## src/rtl/ram_loader.sv

```systemverilog
// Burst initiator for the single-port data RAM: LOAD writes a valid/ready byte
// stream into consecutive addresses, DUMP streams consecutive words back out.
module ram_loader #(
    parameter int DATA_WIDTH = 8,
    parameter int ADDR_WIDTH = 8
) (
    input  logic                  clk,
    input  logic                  rst,
    input  logic                  start_load,
    input  logic                  start_dump,
    input  logic [ADDR_WIDTH-1:0] base_addr,
    input  logic [ADDR_WIDTH:0]   len,
    input  logic [DATA_WIDTH-1:0] in_data,
    input  logic                  in_valid,
    output logic                  in_ready,
    output logic [DATA_WIDTH-1:0] out_data,
    output logic                  out_valid,
    input  logic                  out_ready,
    output logic                  ram_we,
    output logic [ADDR_WIDTH-1:0] ram_addr,
    output logic [DATA_WIDTH-1:0] ram_d_in,
    input  logic [DATA_WIDTH-1:0] ram_d_out,
    output logic                  busy,
    output logic                  done
);

    typedef enum logic [1:0] {IDLE, LOAD, DUMP, DRAIN} state_t;

    state_t                  state_reg, state_next;
    logic [ADDR_WIDTH-1:0]   cur_addr_reg, cur_addr_next;
    logic [ADDR_WIDTH:0]     remaining_reg, remaining_next;
    logic [DATA_WIDTH-1:0]   out_data_reg, out_data_next;
    logic                    out_valid_reg, out_valid_next;
    logic                    done_reg, done_next;
    logic                    last_word;
    logic                    out_free;

    assign last_word = (remaining_reg == (ADDR_WIDTH+1)'(1));
    // The output register can take a new word when empty or being consumed now.
    assign out_free  = !out_valid_reg || out_ready;

    always_ff @(posedge clk) begin
        if (rst) begin
            state_reg     <= IDLE;
            cur_addr_reg  <= '0;
            remaining_reg <= '0;
            out_data_reg  <= '0;
            out_valid_reg <= 1'b0;
            done_reg      <= 1'b0;
        end else begin
            state_reg     <= state_next;
            cur_addr_reg  <= cur_addr_next;
            remaining_reg <= remaining_next;
            out_data_reg  <= out_data_next;
            out_valid_reg <= out_valid_next;
            done_reg      <= done_next;
        end
    end

    always_comb begin
        state_next     = state_reg;
        cur_addr_next  = cur_addr_reg;
        remaining_next = remaining_reg;
        out_data_next  = out_data_reg;
        out_valid_next = out_valid_reg;
        done_next      = 1'b0;
        in_ready       = 1'b0;
        ram_we         = 1'b0;
        ram_d_in       = '0;

        unique case (state_reg)
            IDLE: begin
                if (start_load || start_dump) begin
                    cur_addr_next  = base_addr;
                    remaining_next = len;
                    // A zero-length burst completes immediately without touching RAM.
                    if (len == '0) begin
                        done_next = 1'b1;
                    end else if (start_load) begin
                        state_next = LOAD;
                    end else begin
                        state_next = DUMP;
                    end
                end
            end
            LOAD: begin
                in_ready = 1'b1;
                ram_d_in = in_data;
                if (in_valid) begin
                    ram_we         = 1'b1;
                    cur_addr_next  = cur_addr_reg + ADDR_WIDTH'(1);
                    remaining_next = remaining_reg - (ADDR_WIDTH+1)'(1);
                    if (last_word) begin
                        state_next = IDLE;
                        done_next  = 1'b1;
                    end
                end
            end
            DUMP: begin
                if (out_free) begin
                    out_data_next  = ram_d_out;
                    out_valid_next = 1'b1;
                    cur_addr_next  = cur_addr_reg + ADDR_WIDTH'(1);
                    remaining_next = remaining_reg - (ADDR_WIDTH+1)'(1);
                    if (last_word) begin
                        state_next = DRAIN;
                    end
                end
            end
            DRAIN: begin
                if (out_valid_reg && out_ready) begin
                    out_valid_next = 1'b0;
                    state_next     = IDLE;
                    done_next      = 1'b1;
                end
            end
            default: state_next = IDLE;
        endcase
    end

    assign out_data  = out_data_reg;
    assign out_valid = out_valid_reg;
    assign ram_addr  = cur_addr_reg;
    assign busy      = (state_reg != IDLE);
    assign done      = done_reg;

endmodule

```

## config.mk

```make
export PLATFORM = sky130hd
export DESIGN_NAME = ram_loader
export DESIGN_NICKNAME = d
export VERILOG_FILES = /design/src/rtl/ram_loader.sv
export SDC_FILE = /design/constraint.sdc
export NUM_CORES = 1
export LEC_CHECK = 0
export BUFFER_PORTS_ARGS = -buffer_cell sky130_fd_sc_hd__clkbuf_2
export CAP_MARGIN = 20
export CELL_PAD_IN_SITES_DETAIL_PLACEMENT = 1
export CELL_PAD_IN_SITES_GLOBAL_PLACEMENT = 1
export CORE_ASPECT_RATIO = 1.4
export CORE_MARGIN = 4
export CORE_UTILIZATION = 31
export CTS_CLUSTER_DIAMETER = 40
export DETAILED_ROUTE_END_ITERATION = 10
export HOLD_SLACK_MARGIN = 0.12
export PLACE_DENSITY = 0.81
export SLEW_MARGIN = 40
export SYNTH_ARGS = -nofsm -noshare
export SYNTH_HDL_FRONTEND = slang
export SYNTH_SLANG_ARGS = --single-unit
```

## constraint.sdc

```tcl
create_clock -name clk -period 1.9 [get_ports clk]
set_input_delay 0.38 -clock clk [delete_from_list [all_inputs] [get_ports clk]]
set_output_delay 0.38 -clock clk [all_outputs]
set_load 0.02 [all_outputs]
```

==> flow_summary_export.csv, run 1 <==
group,metric,value,unit
critical_path,endpoint_kind,"register",
logic_synthesis,yosys_warnings,0,
routing,drc,0,
die,die_x,72.0,um
logic_synthesis,ys_ff_latch,29,
job,cap_violations,0,
critical_path,cp_max_fo,4,
critical_path,critical_path_class,"register to register",
timing,layout_worst_path_cycle_share,97.9,%
power,ir_worst_vdd,0.000761,V
global_route,antenna_found_initial,0,
logic_synthesis,yosysUniqueCellTypes,40,
critical_path,worst-r2r-setup-slack,40,ps
critical_path,ff2ff_path_depth,7,
layout,drive_above_1_share,34.1,%
global_route,grt_max_degree,28,
critical_path,r2r_start,"state_reg[1]",
timing,setup_viol,0,
timing,hold_viol,0,
critical_path,arrival,2030,ps
logic_synthesis,synth-seq-area-share,32.7,%
die,die_area,0.00702,mm2
placement,dpl_cell_area,0.00222,mm2
die,io_pins,68,
placement,place.gp.congestion,0.859,
clocking,cts-htree-levels,2,
logic_synthesis,synth_top_area_share,32.7,%
critical_path,cp-start-kind,"register",
logic_synthesis,syn_inst,217,
layout,antennaDiodeCount,0,
routing,routed_wl,5600,um
worst_hold_path,holdPathStages,3,
global_route,grt_usage,16.4,%
worst_hold_path,hp-start,"ram_d_out[6]",
timing,rsz0062_at_grt,"true",
routing,vias,1893,
worst_hold_path,hold_class,"input port to register",
clocking,cts.clk_slew.worst_paths,60,ps
logic_synthesis,synth_ff_type,"dfxtp_1",
critical_path,crit_required,2070,ps
clocking,clk_latency,280,ps
outcome,run_status,"finished clean",
layout,largest_register_ffs,9,
logic_synthesis,synthTopCellsByCount,"dfxtp_1 (29), nor2_1 (19), o21ai_0 (18)",
routing,antenna_left,0,
routing,wl_per_cell,15.5,um
timing,fmax,537,MHz
global_route,grt_pass1_vias,1976,
critical_path,r2r-end,"remaining_reg[8]",
logic_synthesis,ys_top_cells_by_area,"dfxtp_1 (33%), mux2i_1 (6.2%), nor2b_1 (5.3%), o21ai_0 (5.1%), ha_1 (4.9%)",
timing,layout_min_cycle_time,1860,ps
timing,slew_viol_final,0,
worst_hold_path,hold-path-endpoint,"out_data[6]",
logic_synthesis,synth-edff-count,0,
clocking,cts_sinks,29,
clocking,cts_root_buf,"clkbuf_8",
die,core_area,0.00553,mm2
placement,hpwl,4200,um
timing,tightest_slew,543,ps
routing,vias_per_cell,5.24,
layout,area_growth,34.6,%
placement,io_buffers,67,
clocking,cts_tree,"done",
die,initial_core_util,32.2,%
global_route,grt_overflow,0,
logic_synthesis,synth_area,0.00178,mm2
power,leakagePower,1.13,nW
global_route,grt_pass1_wl,9270,um
logic_synthesis,syn_avg_cell_area,8.19,um2
logic_synthesis,async_flop_share,0,%
timing,fin_skew,6.45,ps
die,rows,32,
logic_synthesis,syn_nets,263,
layout,nNetsFinal,338,
timing,slew_headroom,63.6,%
layout,postLayoutCellArea,0.00239,mm2
routing,firstDrtPassIters,4,
routing,first_iter_violations,50,
power,power_density,1900,mW/mm2
clocking,numCtsBuffers,5,
clocking,cts_buffer_depth,2,
logic_synthesis,yosysMostFrequentCell,"dfxtp_1",
logic_synthesis,yosys.area.top_type,"dfxtp_1",
die,die_h,97.6,um
layout,utilization,43.3,%
routing by layer:
metal	vias up	share of wire, %	GRT usage, %
met2	58	52	29.1
met3	7	6.0	4.24
met4	0	1.3	6.22
met1	900	40	18.3
met5	-	0	0
li1	928	-	-
critical path, cell delays in order, from the launching register on:
cell       delay (ps)
dfxtp_2           360
inv_1              70
ha_1              210
nor2b_2           210
a2111oi_4         340
buf_6             150
or2b_1            270
o32ai_1           150
per-stage QoR:
stage	setup TNS, ps	std cells	power (mW)	hold slack (ps)	worst slack (ps)
floorplan	0	217	2.92	460	59.6
global placement	0	352	3.61	475	126
detailed placement	-53.7	352	3.71	490	-50.2
CTS	0	361	4.48	327	7.92
global route	-17.3	361	4.96	342	-17.3
finish	0	361	4.55	333	39.4
cells in the final DEF, fill, tap and decap left out, types with 5 or more instances in the layout:
cell / synthesis / layout
and2_1: 11 / 11
inv_1: 13 / 13
nand2_1: 8 / 8
and3_1: 6 / 6
o21ai_1: 0 / 6
nor2b_1: 15 / 14
clkbuf_2: 0 / 67
buf_4: 0 / 10
clkbuf_8: 0 / 6
o21ai_0: 18 / 12
nor2_1: 19 / 19
nand3_1: 6 / 5
mux2i_1: 11 / 11
a21oi_1: 17 / 15
ha_1: 7 / 6
a211oi_1: 5 / 5
dfxtp_1: 29 / 27
how the worst max path moves through the flow:
stage | cells after the start | startpoint | endpoint
after floorplan | 7 | state_reg[1] | ram_addr[3]
after global placement | 7 | state_reg[1] | remaining_reg[7]
after detailed placement | 7 | state_reg[0] | state_reg[1]
after CTS | 7 | state_reg[0] | remaining_reg[7]
after global routing | 7 | state_reg[1] | remaining_reg[8]
final | 7 | state_reg[1] | remaining_reg[8]
cells by family after synthesis:
| kind of cell | share of synthesized area, % |
|---|---|
| fa+ha+maj | 4.93 |
| mux | 6.20 |
| simple gates | 26.8 |
| compound gates | 23.7 |
| flops | 32.7 |
| buf+inv | 5.70 |
cell type report:
class                           count  area, um2
Clock buffer                        7       86.3
Clock inverter                      1       30.0
Fill cell                         704       3130
Inverter                           13       48.8
Multi-Input combinational cell    165       1140
Sequential cell                    29        583
Tap cell                           68       85.1
Timing Repair Buffer               78        422
power breakdown:
group / switching (mW) / leakage (nW) / total [mW] / internal, mW
sequential: 0.216 / 0.239 / 1.05 / 0.838
combinational: 1.64 / 0.834 / 2.82 / 1.18
clock: 0.247 / 0.0585 / 0.674 / 0.427
what timing repair did:
item / CTS / global route
endpoints found under the setup margin: 5 / 18
setup buffers: 1 / 0
hold buffers: 0 / 0
resized for setup: 3 / 14
hold endpoints to repair: 0 / 0
Power figures use the tool's default switching activity.
==> inputs of run 2 (changes only) <==
CORE_UTILIZATION = 35   (was 31)
PLACE_DENSITY = 0.86   (was 0.81)
clock period = 1.95 ns   (was 1.9 ns; I/O delays follow)
==> flow_summary_export.csv, run 2 (synthesis gave the netlist of run 1 again) <==
group,metric,value,unit
layout,antennaDiodeCount,0,
routing,first_iter_violations,70,
layout,largest_register_ffs,9,
timing,slew_viol_final,0,
critical_path,arrival,2150,ps
global_route,grt_max_degree,24,
critical_path,endpoint_kind,"register",
critical_path,crit_start,"state_reg[0]",
timing,whs,351,ps
routing,wl_met3,318,um
clocking,cts_root_buf,"clkbuf_8",
critical_path,crit_end,"remaining_reg[8]",
timing,fmax,507,MHz
timing,setup_ws,-23.5,ps
critical_path,cp-start-kind,"register",
power,p_total,4.30,mW
routing,vias_per_cell,5.40,
routing,wl_per_cell,16.3,um
clocking,cts.clk_slew.worst_paths,70,ps
routing,drt-met1-wl,2220,um
critical_path,ff2ff_path_depth,7,
critical_path,r2r-end,"remaining_reg[8]",
timing,slew_headroom,62.2,%
layout,postLayoutCellArea,0.00235,mm2
layout,drive_above_1_share,33.0,%
timing,layout_worst_path_cycle_share,101,%
die,die_x,68.2,um
critical_path,crit_required,2130,ps
critical_path,r2r_start,"state_reg[0]",
clocking,cts-htree-levels,2,
critical_path,path_cells,"inv_1 -> ha_2 -> and3b_4 -> a2111oi_4 -> clkbuf_16 -> or2b_1 -> o32ai_1",
routing,vias,1934,
placement,io_buffers,67,
routing,dr_wl_met2,3170,um
clocking,cts_sinks,29,
global_route,antenna_found_initial,0,
outcome,run_status,"finished, violations left",
placement,place.gp.congestion,0.785,
layout,final_common_cell,"clkbuf_2",
clocking,numCtsBuffers,5,
job,cap_violations,0,
clocking,clk_latency,290,ps
worst_hold_path,hold_class,"input port to register",
die,die_area,0.00630,mm2
routing,antenna_left,0,
critical_path,max_stage_delay,410,ps
power,ir_worst_vdd,0.000848,V
die,core_area,0.00488,mm2
timing,tightest_slew,564,ps
routing,firstDrtPassIters,4,
routing,drc,0,
layout,final_cell_mix,"clkbuf_2 (67), dfxtp_1 (27), nor2_1 (19)",
timing,layout_min_cycle_time,1970,ps
timing,setup_viol,2,
routing,routed_wl,5850,um
placement,hpwl,4120,um
timing,fin_skew,8.86,ps
global_route,grt_pass1_wl,8680,um
global_route,grt_overflow,0,
power,power_density,1830,mW/mm2
critical_path,worst-r2r-setup-slack,-20,ps
critical_path,cp_max_fo,8,
placement,dpl_cell_area,0.00220,mm2
die,rows,30,
timing,hold_viol,0,
layout,utilization,48.3,%
layout,fillers,646,
routing,top_layer_used,"met4",
layout,nNetsFinal,340,
critical_path,critical_path.slowest_cell,"a2111oi_4",
die,die_h,92.3,um
clocking,cts_tree,"done",
global_route,grt_pass1_vias,1876,
die,io_pins,68,
clocking,cts_hold_buf,0,
outcome,failed_checks,"negative setup slack",
clocking,cts_buffer_depth,2,
global_route,grt_usage,18.2,%
critical_path,critical_path_class,"register to register",
die,initial_core_util,36.4,%
layout,area_growth,32.5,%
power,leakagePower,1.13,nW
run 2: cell count changes in the layout (fill, tap and decap cells not counted), moves of 2 or more:
cell     change
o21ai_0      +6
a21oi_1      +2
o21ai_1      -6
a21oi_2      -2
buf_4        +2
run 2: area by class of cell:
type / count / area (um2) / share of cell area, %
repair buffers: 80 / 450 / 19.1
inverters: 13 / 48.8 / 2.07
multi-input cells: 165 / 1110 / 47.0
well taps: 64 / 80.1 / 3.40
flip-flops and latches: 29 / 583 / 24.8
clock buffers: 7 / 86.3 / 3.67
run 2: report_power, final:
| group | internal, mW | leakage (nW) | total, mW | switching (mW) |
|---|---|---|---|---|
| clock network | 0.279 | 0.0443 | 0.506 | 0.226 |
| logic | 1.17 | 0.844 | 2.76 | 1.59 |
| registers | 0.816 | 0.239 | 1.04 | 0.219 |
| total | 2.26 | 1.13 | 4.30 | 2.04 |
run 2: worst max-delay path, delay by kind of cell (launching register included):
family / cells / cell delay [ps]
compound gates: 2 / 560
simple gates: 2 / 470
flops: 1 / 350
buf+inv: 2 / 300
fa+ha+maj: 1 / 190
run 2: repair_timing:
| action | CTS | global route |
|---|---|---|
| pin swaps | 0 | 2 |
| buffers inserted | 0 | 6 |
| setup endpoints to repair | 3 | 14 |
| resized for setup | 1 | 6 |
run 2: worst min-delay path by stage:
stage,start,endpoint,depth (start not counted)
6_report,ram_d_out[7],out_data[7],3
5_1_grt,ram_d_out[6],out_data[6],3
2_1_floorplan,remaining_reg[4],remaining_reg[4],2
3_5_place_dp,out_data[0],out_data[0],2
3_3_place_gp,remaining_reg[4],remaining_reg[4],2
4_1_cts,ram_d_out[7],out_data[7],3
run 2: through the flow:
stage | cells | setup TNS (ps) | setup WS [ps]
5_1_grt | 358 | -433 | -120
3_5_place_dp | 345 | 0 | 24.7
6_report | 358 | -24.9 | -23.5
3_3_place_gp | 345 | 0 | 83.0
4_1_cts | 352 | 0 | 13.0
2_1_floorplan | 217 | 0 | 110
run 2: layer usage:
metal  up-vias  track usage, %
met1       936            20.3
li1        930               -
met4         0            8.29
met5         -               0
met3        10            3.76
met2        58            31.8
==> inputs of run 3 (changes only) <==
RECOVER_POWER = 50   (was default)
==> flow_summary_export.csv, run 3 (synthesis gave the netlist of run 1 again) <==
group,metric,value,unit
clocking,cts-htree-levels,2,
layout,final_common_cell,"clkbuf_2",
die,die_h,92.3,um
clocking,numCtsBuffers,5,
critical_path,timing.critical_path.buf_inv,4,
layout,antennaDiodeCount,0,
critical_path,cp_max_fo,8,
die,die_x,68.2,um
routing,top_layer_used,"met4",
clocking,cts_buffer_depth,2,
layout,utilization,47.7,%
layout,final_cell_mix,"clkbuf_2 (48), dfxtp_1 (27), clkbuf_1 (20)",
routing,dr_wl_met2,3160,um
critical_path,cpMostUsedCell,"buf_4",
timing,fmax,513,MHz
timing,setup_viol,0,
job,cap_violations,0,
critical_path,r2r_start,"state_reg[0]",
critical_path,max_stage_delay,410,ps
worst_hold_path,holdPathStages,3,
routing,first_iter_violations,68,
critical_path,crit_family,"compound AO/OA/AOI/OAI gates",
die,io_pins,68,
die,rows,30,
power,p_total,4.27,mW
global_route,grt_pass1_wl,8680,um
routing,vias_per_cell,5.36,
global_route,grt_pass1_vias,1876,
timing,hold_viol,0,
layout,area_growth,31.0,%
worst_hold_path,hold-path-endpoint,"out_data[7]",
critical_path,crit_required,2170,ps
critical_path,r2r-end,"ram_addr[0]",
critical_path,path_cells,"inv_1 -> ha_2 -> and3b_4 -> a2111oi_4 -> clkbuf_16 -> buf_4 -> buf_4 -> nand3b_1 -> a31oi_1",
placement,post-place-ws,24.7,ps
routing,routed_wl,5830,um
global_route,grt_overflow,0,
routing,firstDrtPassIters,4,
critical_path,critical_path_class,"register to register",
global_route,grt_usage,18.2,%
layout,largest_register_ffs,9,
timing,layout_min_cycle_time,1950,ps
placement,hpwl,4120,um
clocking,cts_tree,"done",
clocking,clk_latency,290,ps
timing,slew_viol_final,0,
clocking,cts_hold_buf,0,
critical_path,cp-start-kind,"register",
layout,nNetsFinal,340,
global_route,grt_max_degree,24,
routing,drt-met1-wl,2220,um
routing,wl_per_cell,16.3,um
die,initial_core_util,36.4,%
timing,tightest_slew,928,ps
critical_path,arrival,2170,ps
routing,vias,1918,
critical_path,endpoint_kind,"register",
routing,drc,0,
power,ir_worst_vdd,0.000848,V
layout,drive_above_1_share,26.2,%
clocking,cts.clk_slew.worst_paths,70,ps
timing,setup_tns,0,ps
die,die_area,0.00630,mm2
timing,layout_worst_path_cycle_share,100,%
die,core_area,0.00488,mm2
placement,io_buffers,67,
worst_hold_path,hp-start,"ram_d_out[7]",
placement,place.gp.congestion,0.785,
critical_path,worst-r2r-setup-slack,0.6,ps
timing,slew_headroom,37.7,%
routing,antenna_left,0,
outcome,run_status,"finished clean",
critical_path,ff2ff_path_depth,9,
clocking,cts_root_buf,"clkbuf_8",
power,power_density,1830,mW/mm2
worst_hold_path,hold_class,"input port to register",
global_route,antenna_found_initial,0,
critical_path,critical_path.slowest_cell,"a2111oi_4",
routing,wl_met3,302,um
layout,fillers,648,
power,leakagePower,1.06,nW
timing,fin_skew,8.84,ps
clocking,cts_sinks,29,
timing,setup_ws,0.615,ps
==> run 3: cell counts in the layout (fill, tap and decap cells not counted) <==
No cell type changed its count.
==> run 3: report_power, final <==
part	total, mW	switching (mW)	internal (mW)
clock	0.512	0.233	0.280
sequential	1.03	0.218	0.816
combinational	2.72	1.58	1.14
==> run 3: area by class of cell <==
class | count | area [um2] | area share, %
tap | 64 | 80.1 | 3.44
sequential | 29 | 583 | 25.1
multi-input combinational | 165 | 1100 | 47.4
inverter | 13 | 48.8 | 2.10
clock buffer | 7 | 86.3 | 3.71
timing repair buffer | 80 | 427 | 18.3
==> run 3: metrics by stage <==
| step | std cells | hold WS, ps | cell area (um2) |
|---|---|---|---|
| after floorplan | 217 | 460 | 1780 |
| after global placement | 345 | 469 | 2200 |
| after detailed placement | 345 | 492 | 2200 |
| after CTS | 352 | 346 | 2290 |
| after global routing | 358 | 368 | 2330 |
| final | 358 | 345 | 2330 |
==> run 3: worst min-delay path, delay by kind of cell <==
| kind | cells | cell delay (ps) |
|---|---|---|
| multiplexers | 1 | 50 |
| buffers and inverters | 1 | 80 |
| AND/OR/NAND/NOR | 1 | 70 |
==> run 3: what timing repair did <==
action                     4_1_cts  5_1_grt
gates resized for setup          1        6
setup buffers                    0        6
pin swaps                        0        2
setup endpoints to repair        3       14
==> run 3: per-layer routing <==
metal / GRT usage, % / vias to the layer above
met5: 0 / -
met4: 8.29 / 0
met3: 3.76 / 11
met2: 31.8 / 54
met1: 20.3 / 923
li1: - / 930
==> run 3: worst max path at each step <==
stage | cells after the start | end | start | slack (ps)
3_5_place_dp | 6 | remaining_reg[4] | state_reg[1] | 20
5_1_grt | 9 | ram_addr[0] | state_reg[1] | -120
6_report | 9 | ram_addr[0] | state_reg[0] | 0.6
4_1_cts | 7 | remaining_reg[8] | state_reg[1] | 10
3_3_place_gp | 6 | ram_addr[2] | state_reg[1] | 80
2_1_floorplan | 7 | ram_addr[3] | state_reg[1] | 110
